## src/rtl/ofmap_packer.sv

```systemverilog
`default_nettype none
// ============================================================================
// Module   : ofmap_packer
// Brief    : Output-feature-map writeback stage. Packs int8 results four per
//            32-bit word (little-endian), passes raw int32 partial sums whole,
//            buffers words in a small FIFO and drains them to DRAM over a
//            valid/ready handshake with an incrementing word address.
//            Optional macro OFMAP_PACKER_STALL_CNT_EN adds a saturating
//            16-bit back-pressure cycle counter on port stall_cnt.
// Revision : 1.0 - initial release
// ============================================================================
module ofmap_packer #(
    parameter int                DATA_SIZE  = 32,
    parameter int                FIFO_DEPTH = 8,
    parameter int                ADDR_W     = 12,
    parameter logic [ADDR_W-1:0] BASE_ADDR  = '0
) (
    input  logic                 clk,
    input  logic                 rst,
    input  logic                 in_valid,
    input  logic [DATA_SIZE-1:0] in_data,
    input  logic                 in_raw,
    input  logic                 done_in,
    output logic                 out_valid,
    input  logic                 out_ready,
    output logic [DATA_SIZE-1:0] out_data,
    output logic [3:0]           out_strb,
    output logic [ADDR_W-1:0]    out_addr,
    output logic                 idle,
    output logic                 flushed,
    output logic                 overflow
`ifdef OFMAP_PACKER_STALL_CNT_EN
    ,
    output logic [15:0]          stall_cnt
`endif
);

    localparam int c_PTR_W = (FIFO_DEPTH > 1) ? $clog2(FIFO_DEPTH) : 1;
    localparam int c_CNT_W = c_PTR_W + 1;

    typedef enum logic [1:0] {
        S_IDLE  = 2'd0,
        S_RUN   = 2'd1,
        S_FLUSH = 2'd2,
        S_DONE  = 2'd3
    } state_t;

    state_t               r_state;
    logic                 r_flushed;
    logic                 r_overflow;
    logic [23:0]          r_part;      // bytes 0..2 of the word being packed
    logic [1:0]           r_bcnt;      // number of bytes held in r_part
    logic [DATA_SIZE-1:0] r_mem_data [FIFO_DEPTH];
    logic [3:0]           r_mem_strb [FIFO_DEPTH];
    logic [c_PTR_W-1:0]   r_wptr;
    logic [c_PTR_W-1:0]   r_rptr;
    logic [c_CNT_W-1:0]   r_fcnt;
    logic [ADDR_W-1:0]    r_addr;

    logic                 w_valid;
    logic                 w_pop;
    logic                 w_accept;
    logic                 w_late_in;
    logic                 w_fits;
    logic                 w_drop;
    logic                 w_push_any;
    logic                 w_store;
    logic [1:0]           w_need;
    logic [1:0]           w_npush;
    logic [c_CNT_W-1:0]   w_free;
    logic [DATA_SIZE-1:0] w_part_word;
    logic [3:0]           w_part_strb;
    logic [DATA_SIZE-1:0] w_d0;
    logic [DATA_SIZE-1:0] w_d1;
    logic [3:0]           w_s0;
    logic [3:0]           w_s1;
    logic [c_PTR_W-1:0]   w_wptr1;

    assign w_valid     = (r_fcnt != '0);
    assign w_pop       = w_valid && out_ready;
    assign w_accept    = in_valid && ((r_state == S_IDLE) || (r_state == S_RUN));
    assign w_late_in   = in_valid && ((r_state == S_FLUSH) || (r_state == S_DONE));
    // Free space is taken before this cycle's pop, so a full FIFO never
    // accepts a word even while the head is leaving.
    assign w_free      = c_CNT_W'(FIFO_DEPTH) - r_fcnt;
    assign w_part_word = DATA_SIZE'({8'h00, r_part});
    assign w_part_strb = (4'b0001 << r_bcnt) - 4'b0001;
    assign w_wptr1     = r_wptr + c_PTR_W'(1);

    // Decide which words (0, 1 or 2) this cycle wants to push and whether they fit
    always_comb begin
        w_need = 2'd0;
        w_d0   = '0;
        w_s0   = 4'b0000;
        w_d1   = '0;
        w_s1   = 4'b0000;
        if (w_accept) begin
            if (in_raw) begin
                if (r_bcnt != 2'd0) begin
                    // Partial word leaves first so DRAM order matches input order
                    w_need = 2'd2;
                    w_d0   = w_part_word;
                    w_s0   = w_part_strb;
                    w_d1   = in_data;
                    w_s1   = 4'b1111;
                end else begin
                    w_need = 2'd1;
                    w_d0   = in_data;
                    w_s0   = 4'b1111;
                end
            end else if (r_bcnt == 2'd3) begin
                w_need = 2'd1;
                w_d0   = DATA_SIZE'({in_data[7:0], r_part});
                w_s0   = 4'b1111;
            end
        end else if ((r_state == S_FLUSH) && (r_bcnt != 2'd0)) begin
            w_need = 2'd1;
            w_d0   = w_part_word;
            w_s0   = w_part_strb;
        end
        w_fits  = (c_CNT_W'(w_need) <= w_free);
        w_npush = w_fits ? w_need : 2'd0;
    end

    assign w_drop     = (w_need != 2'd0) && !w_fits;
    assign w_push_any = (w_npush != 2'd0);
    assign w_store    = w_accept && !in_raw && (r_bcnt != 2'd3);

    // Control FSM: IDLE/RUN accept data, FLUSH drains, DONE pulses flushed
    always_ff @(posedge clk) begin
        if (rst) begin
            r_state   <= S_IDLE;
            r_flushed <= 1'b0;
        end else begin
            r_flushed <= 1'b0;
            case (r_state)
                S_IDLE: begin
                    if (done_in) begin
                        r_state <= S_FLUSH;
                    end else if (in_valid) begin
                        r_state <= S_RUN;
                    end
                end
                S_RUN: begin
                    if (done_in) begin
                        r_state <= S_FLUSH;
                    end
                end
                S_FLUSH: begin
                    if ((r_bcnt == 2'd0) && (r_fcnt == '0)) begin
                        r_state   <= S_DONE;
                        r_flushed <= 1'b1;
                    end
                end
                S_DONE: begin
                    r_state <= S_IDLE;
                end
                default: begin
                    r_state <= S_IDLE;
                end
            endcase
        end
    end

    // Byte accumulator: store int8 lanes, clear whenever its contents are pushed
    always_ff @(posedge clk) begin
        if (rst) begin
            r_bcnt <= 2'd0;
            r_part <= '0;
        end else if (w_push_any) begin
            r_bcnt <= 2'd0;
            r_part <= '0;
        end else if (w_store) begin
            case (r_bcnt)
                2'd0:    r_part[7:0]   <= in_data[7:0];
                2'd1:    r_part[15:8]  <= in_data[7:0];
                default: r_part[23:16] <= in_data[7:0];
            endcase
            r_bcnt <= r_bcnt + 2'd1;
        end
    end

    // FIFO storage: up to two consecutive entries written per cycle
    always_ff @(posedge clk) begin
        if (w_npush != 2'd0) begin
            r_mem_data[r_wptr] <= w_d0;
            r_mem_strb[r_wptr] <= w_s0;
        end
        if (w_npush == 2'd2) begin
            r_mem_data[w_wptr1] <= w_d1;
            r_mem_strb[w_wptr1] <= w_s1;
        end
    end

    // FIFO pointers and occupancy
    always_ff @(posedge clk) begin
        if (rst) begin
            r_wptr <= '0;
            r_rptr <= '0;
            r_fcnt <= '0;
        end else begin
            r_wptr <= r_wptr + c_PTR_W'(w_npush);
            if (w_pop) begin
                r_rptr <= r_rptr + c_PTR_W'(1);
            end
            r_fcnt <= r_fcnt + c_CNT_W'(w_npush) - c_CNT_W'(w_pop);
        end
    end

    // Head word address: advances per handshake, rewinds after a completed flush
    always_ff @(posedge clk) begin
        if (rst || (r_state == S_DONE)) begin
            r_addr <= BASE_ADDR;
        end else if (w_pop) begin
            r_addr <= r_addr + ADDR_W'(1);
        end
    end

    // Sticky overflow: dropped input or input arriving while flushing
    always_ff @(posedge clk) begin
        if (rst) begin
            r_overflow <= 1'b0;
        end else if (w_drop || w_late_in) begin
            r_overflow <= 1'b1;
        end
    end

`ifdef OFMAP_PACKER_STALL_CNT_EN
    logic [15:0] r_stall_cnt;

    // Saturating count of back-pressured cycles, cleared when a flush completes
    always_ff @(posedge clk) begin
        if (rst || r_flushed) begin
            r_stall_cnt <= 16'h0000;
        end else if (w_valid && !out_ready && (r_stall_cnt != 16'hFFFF)) begin
            r_stall_cnt <= r_stall_cnt + 16'h0001;
        end
    end

    assign stall_cnt = r_stall_cnt;
`endif

    // Head outputs are masked to zero while the FIFO is empty
    assign out_valid = w_valid;
    assign out_data  = w_valid ? r_mem_data[r_rptr] : '0;
    assign out_strb  = w_valid ? r_mem_strb[r_rptr] : 4'b0000;
    assign out_addr  = r_addr;
    assign idle      = (r_state == S_IDLE) && (r_fcnt == '0) && (r_bcnt == 2'd0);
    assign flushed   = r_flushed;
    assign overflow  = r_overflow;

endmodule
`default_nettype wire
```

## config.mk

```make
export PLATFORM = sky130hd
export DESIGN_NAME = ofmap_packer
export DESIGN_NICKNAME = d
export VERILOG_FILES = /design/src/rtl/ofmap_packer.sv
export SDC_FILE = /design/constraint.sdc
export NUM_CORES = 1
export LEC_CHECK = 0
export CORE_ASPECT_RATIO = 1.1
export CORE_MARGIN = 2
export CORE_UTILIZATION = 35
export DETAILED_ROUTE_END_ITERATION = 8
export GPL_ROUTABILITY_DRIVEN = 0
export SKIP_CTS_REPAIR_TIMING = 1
export SYNTH_ARGS = -nofsm -noshare
export SYNTH_HDL_FRONTEND = slang
export SYNTH_SLANG_ARGS = --single-unit
```

## constraint.sdc

```tcl
create_clock -name clk -period 8.73 [get_ports clk]
set_input_delay 0.873 -clock clk [delete_from_list [all_inputs] [get_ports clk]]
set_output_delay 0.873 -clock clk [all_outputs]
set_load 0.01 [all_outputs]
```

==> impl_metrics.tcl <==
set metrics [dict create \
    timing.final.crit_share_pct 64.00 \
    track_usage_pct 20.24 \
    synth-seq-cells 343 \
    path_cells "clkdlybuf4s50_1 > nor2_1 > mux2i_1 > o21ai_0 > ha_1 > nor2b_1 > o211ai_1 > buf_4 > o21a_1 > o21ai_0 > ha_1 > inv_1 > ha_1 > inv_1 > fa_1 > xor2_1 > nor2_1" \
    core-area_sq_mm 0.05138 \
    worst-path-stages 17 \
    max-slew-margin-rel_pct 18.46 \
    antenna_found_initial 1 \
    power_density_mw_per_mm2 262.2 \
    seqPwrFrac_pct 37.7 \
    synth-async-reset-ratio_pct 0 \
    min_path_type "reg -> reg" \
    drt-initial-drc-count 1642 \
    p_clk_share_pct 28.3 \
    crit_buf_inv 4 \
    final_nets 1547 \
    nFillCells 4751 \
    synth_ff_type "edfxtp_1" \
    drc_errors 0 \
    ios 90 \
    cpPeakStageDelay_ns 0.94 \
    worst_ep_required_time_ns 9.12 \
    cts_buffer_depth 3 \
    yosysTopAreaCellShare_pct 47.33 \
    dr_total_vias 13540 \
    period_needed_ns 5.587 \
    cpLargestDelayFamily "compound AO/OA/AOI/OAI gates" \
    syn_area_sq_mm 0.01827 \
    synth_area_leader_cell "edfxtp_1" \
    end_kind "flop" \
    cp_common_cell "ha_1" \
    leakagePower_nw 7.261 \
    grt_max_degree 97 \
    p_switching_w 0.001886 \
    viasPerCell 6.221 \
    die_height_um 243.7 \
    cts.sink_count 343 \
    wire_per_inst_um 25.56 \
    rows 87 \
    synth_edf_count 288 \
    grt.overflow.total 0 \
    wl_um 55640 \
    switching_share_pct 34.46 \
    maxCapViolations 0 \
    dieArea_sq_mm 0.05406 \
    crit_type "in -> reg" \
    grt_pass1_vias 13590 \
    floorplan.initialDensity_pct 35.57 \
    worst_pin_slew_ns 1.223 \
    ir_drop_uv 144.5 \
    path_max_fanout 29 \
    grt_pass1_wl_um 83970 \
    drtPass1Iterations 6 \
    cts_buffers 37 \
    setup_slack_ns 3.143 \
    slew_violations 0 \
    skew_ns 0.02369 \
    synth_cell_types 49 \
    p_int_w 0.003587 \
    yosys-top-cells-area "edfxtp_1 47%, o221ai_1 9.2%, mux4_2 8.9%" \
    syn_area_per_cell_sq_um 12.35 \
    clockRootBuffer "clkbuf_16" \
    path_clk_slew_ns 0.06 \
    hold_viol 0 \
    yosysWarnings 0 \
    comb_power_share_pct 34.0 \
    crit_slowest_cell "o21a_1" \
    synthCells 1480 \
    worstRegToRegCells 18 \
    ant_nets 0 \
    pre_cts_ws_ns 2.698 \
    final.setup.tns_ns 0 \
    status "finished clean" \
    hold_depth 2 \
    syn_to_final_growth_pct 14.22 \
    setup-violations-final 0 \
    yosysSeqAreaShare_pct 53.35 \
    max_freq_mhz 179.0 \
    rsz0062_at_grt "no" \
    die_x_um 221.9 \
    io_buffers 89 \
    synth_nets 1544 \
    crit_arrival_ns 5.98 \
    diodes 0 \
    start_kind "primary input" \
    fin_util_pct 40.62 \
    clkLatencyLatePin_ns 0.55 \
    layout-drive-gt1-share_pct 12.65 \
    h-tree-depth 2 \
    cts_tree "done" \
    dp.final_hpwl_um 31740 \
]
## through the flow
| stage | cell area [sq um] | total power (W) | hold WS [ns] | instances |
|---|---|---|---|---|
| floorplan | 18270 | 0.003296 | 0.4840 | 1480 |
| global placement | 19710 | 0.003937 | 0.4704 | 2111 |
| detailed placement | 19710 | 0.003968 | 0.4810 | 2111 |
| CTS | 20870 | 0.005501 | 0.4954 | 2177 |
| global route | 20870 | 0.005725 | 0.5079 | 2177 |
| finish | 20870 | 0.005473 | 0.4878 | 2177 |
## placed cells by master (no fill, tap or decap), types with 7 or more instances in the layout
master           Yosys  layout
edfxtp_1           288     288
mux2i_1            138     138
clkbuf_1            96       8
o221ai_1           192     192
nand2_1             79      79
xnor2_1              7       7
o21ai_0             22      20
dfxtp_1             55      52
clkdlybuf4s50_1      0      89
nor2_1              60      56
buf_4                1      43
clkbuf_16            0      39
nor3_1              28      28
nand3_1            232     232
inv_1               25      25
ha_1                24      24
o211a_1              7       7
clkinv_1             0      10
xor2_1               8       8
mux4_2              72      72
o211ai_1             9       9
a21oi_1             11      11
## layout make-up
class	instances	area [sq um]	share of cell area (%)
Clock buffer	49	1033	4.951
Timing Repair Buffer	132	1214	5.815
Multi-Input combinational cell	942	7805	37.39
Tap cell	667	834.6	3.998
Clock inverter	17	126.4	0.6054
Sequential cell	343	9758	46.75
Inverter	27	101.3	0.4856
## synth_stat cells (2+ instances only)
library cell / n
edfxtp_1: 288
nand3_1: 232
o221ai_1: 192
mux2i_1: 138
clkbuf_1: 96
nand2_1: 79
mux4_2: 72
nor2_1: 60
dfxtp_1: 55
buf_2: 48
nor3_1: 28
inv_1: 25
ha_1: 24
buf_1: 23
o21ai_0: 22
a21oi_1: 11
o211ai_1: 9
xor2_1: 8
o211a_1: 7
xnor2_1: 7
nand2b_1: 5
o41ai_1: 5
or3_1: 5
nor2b_1: 4
nor4_4: 4
and2_1: 3
a311oi_1: 2
fa_1: 2
inv_2: 2
nand4_1: 2
nor3b_1: 2
o21a_1: 2
or3b_2: 2
## kinds of logic after synthesis
group                    share of synthesized area, %
AND/OR/NAND/NOR                                 11.48
flip-flops                                      53.35
AO/OA/AOI/OAI                                   11.80
multiplexers                                    16.43
buffers and inverters                           4.355
adder cells (fa/ha/maj)                         1.862
XOR/XNOR                                       0.7190
## sequential cells by signal, summed over array words and instances, names as in the netlist, named ones only
name        cells
r_rptr          3
flushed         1
r_bcnt          2
out_addr       12
r_fcnt          4
r_wptr          3
r_part         24
r_state         2
r_mem_strb     32
overflow        1
r_mem_data    256
## metal layers
layer / vias to the layer above / GRT usage [%] / part of all wire (%)
met1: 6810 / 25.73 / 40
met3: 130 / 3.377 / 8.0
li1: 5951 / - / -
met4: 2 / 7.432 / 3.1
met2: 651 / 34.72 / 49
met5: - / 0 / 0.023
## tightest hold or removal path: cells and delay by family (launching register included)
kind	cells	cell delay, ns
AOI/OAI and AO/OA	1	0.06
DFF	1	0.32
buffers and inverters	1	0.05
## final timing paths
kind / from / slack [ns] / end
setup / recovery: in_raw / 3.14 / r_fcnt[2]$_SDFF_PP0_
hold / removal: overflow$_SDFFE_PP0P_ / 0.49 / overflow$_SDFFE_PP0P_
setup reg to reg: r_state[0]$_SDFFE_PP0P_ / 3.20 / r_fcnt[2]$_SDFF_PP0_
hold reg to reg: overflow$_SDFFE_PP0P_ / 0.49 / overflow$_SDFFE_PP0P_
## power groups by stage
stage	Sequential (W)	Clock (W)	Combinational, W
3_3_place_gp	0.00210	0	0.00184
3_5_place_dp	0.00210	0	0.00187
5_1_grt	0.00208	0.00162	0.00202
2_1_floorplan	0.00201	0	0.00128
6_report	0.00206	0.00155	0.00186
4_1_cts	0.00207	0.00156	0.00187
(Power assumes the default switching activity.)
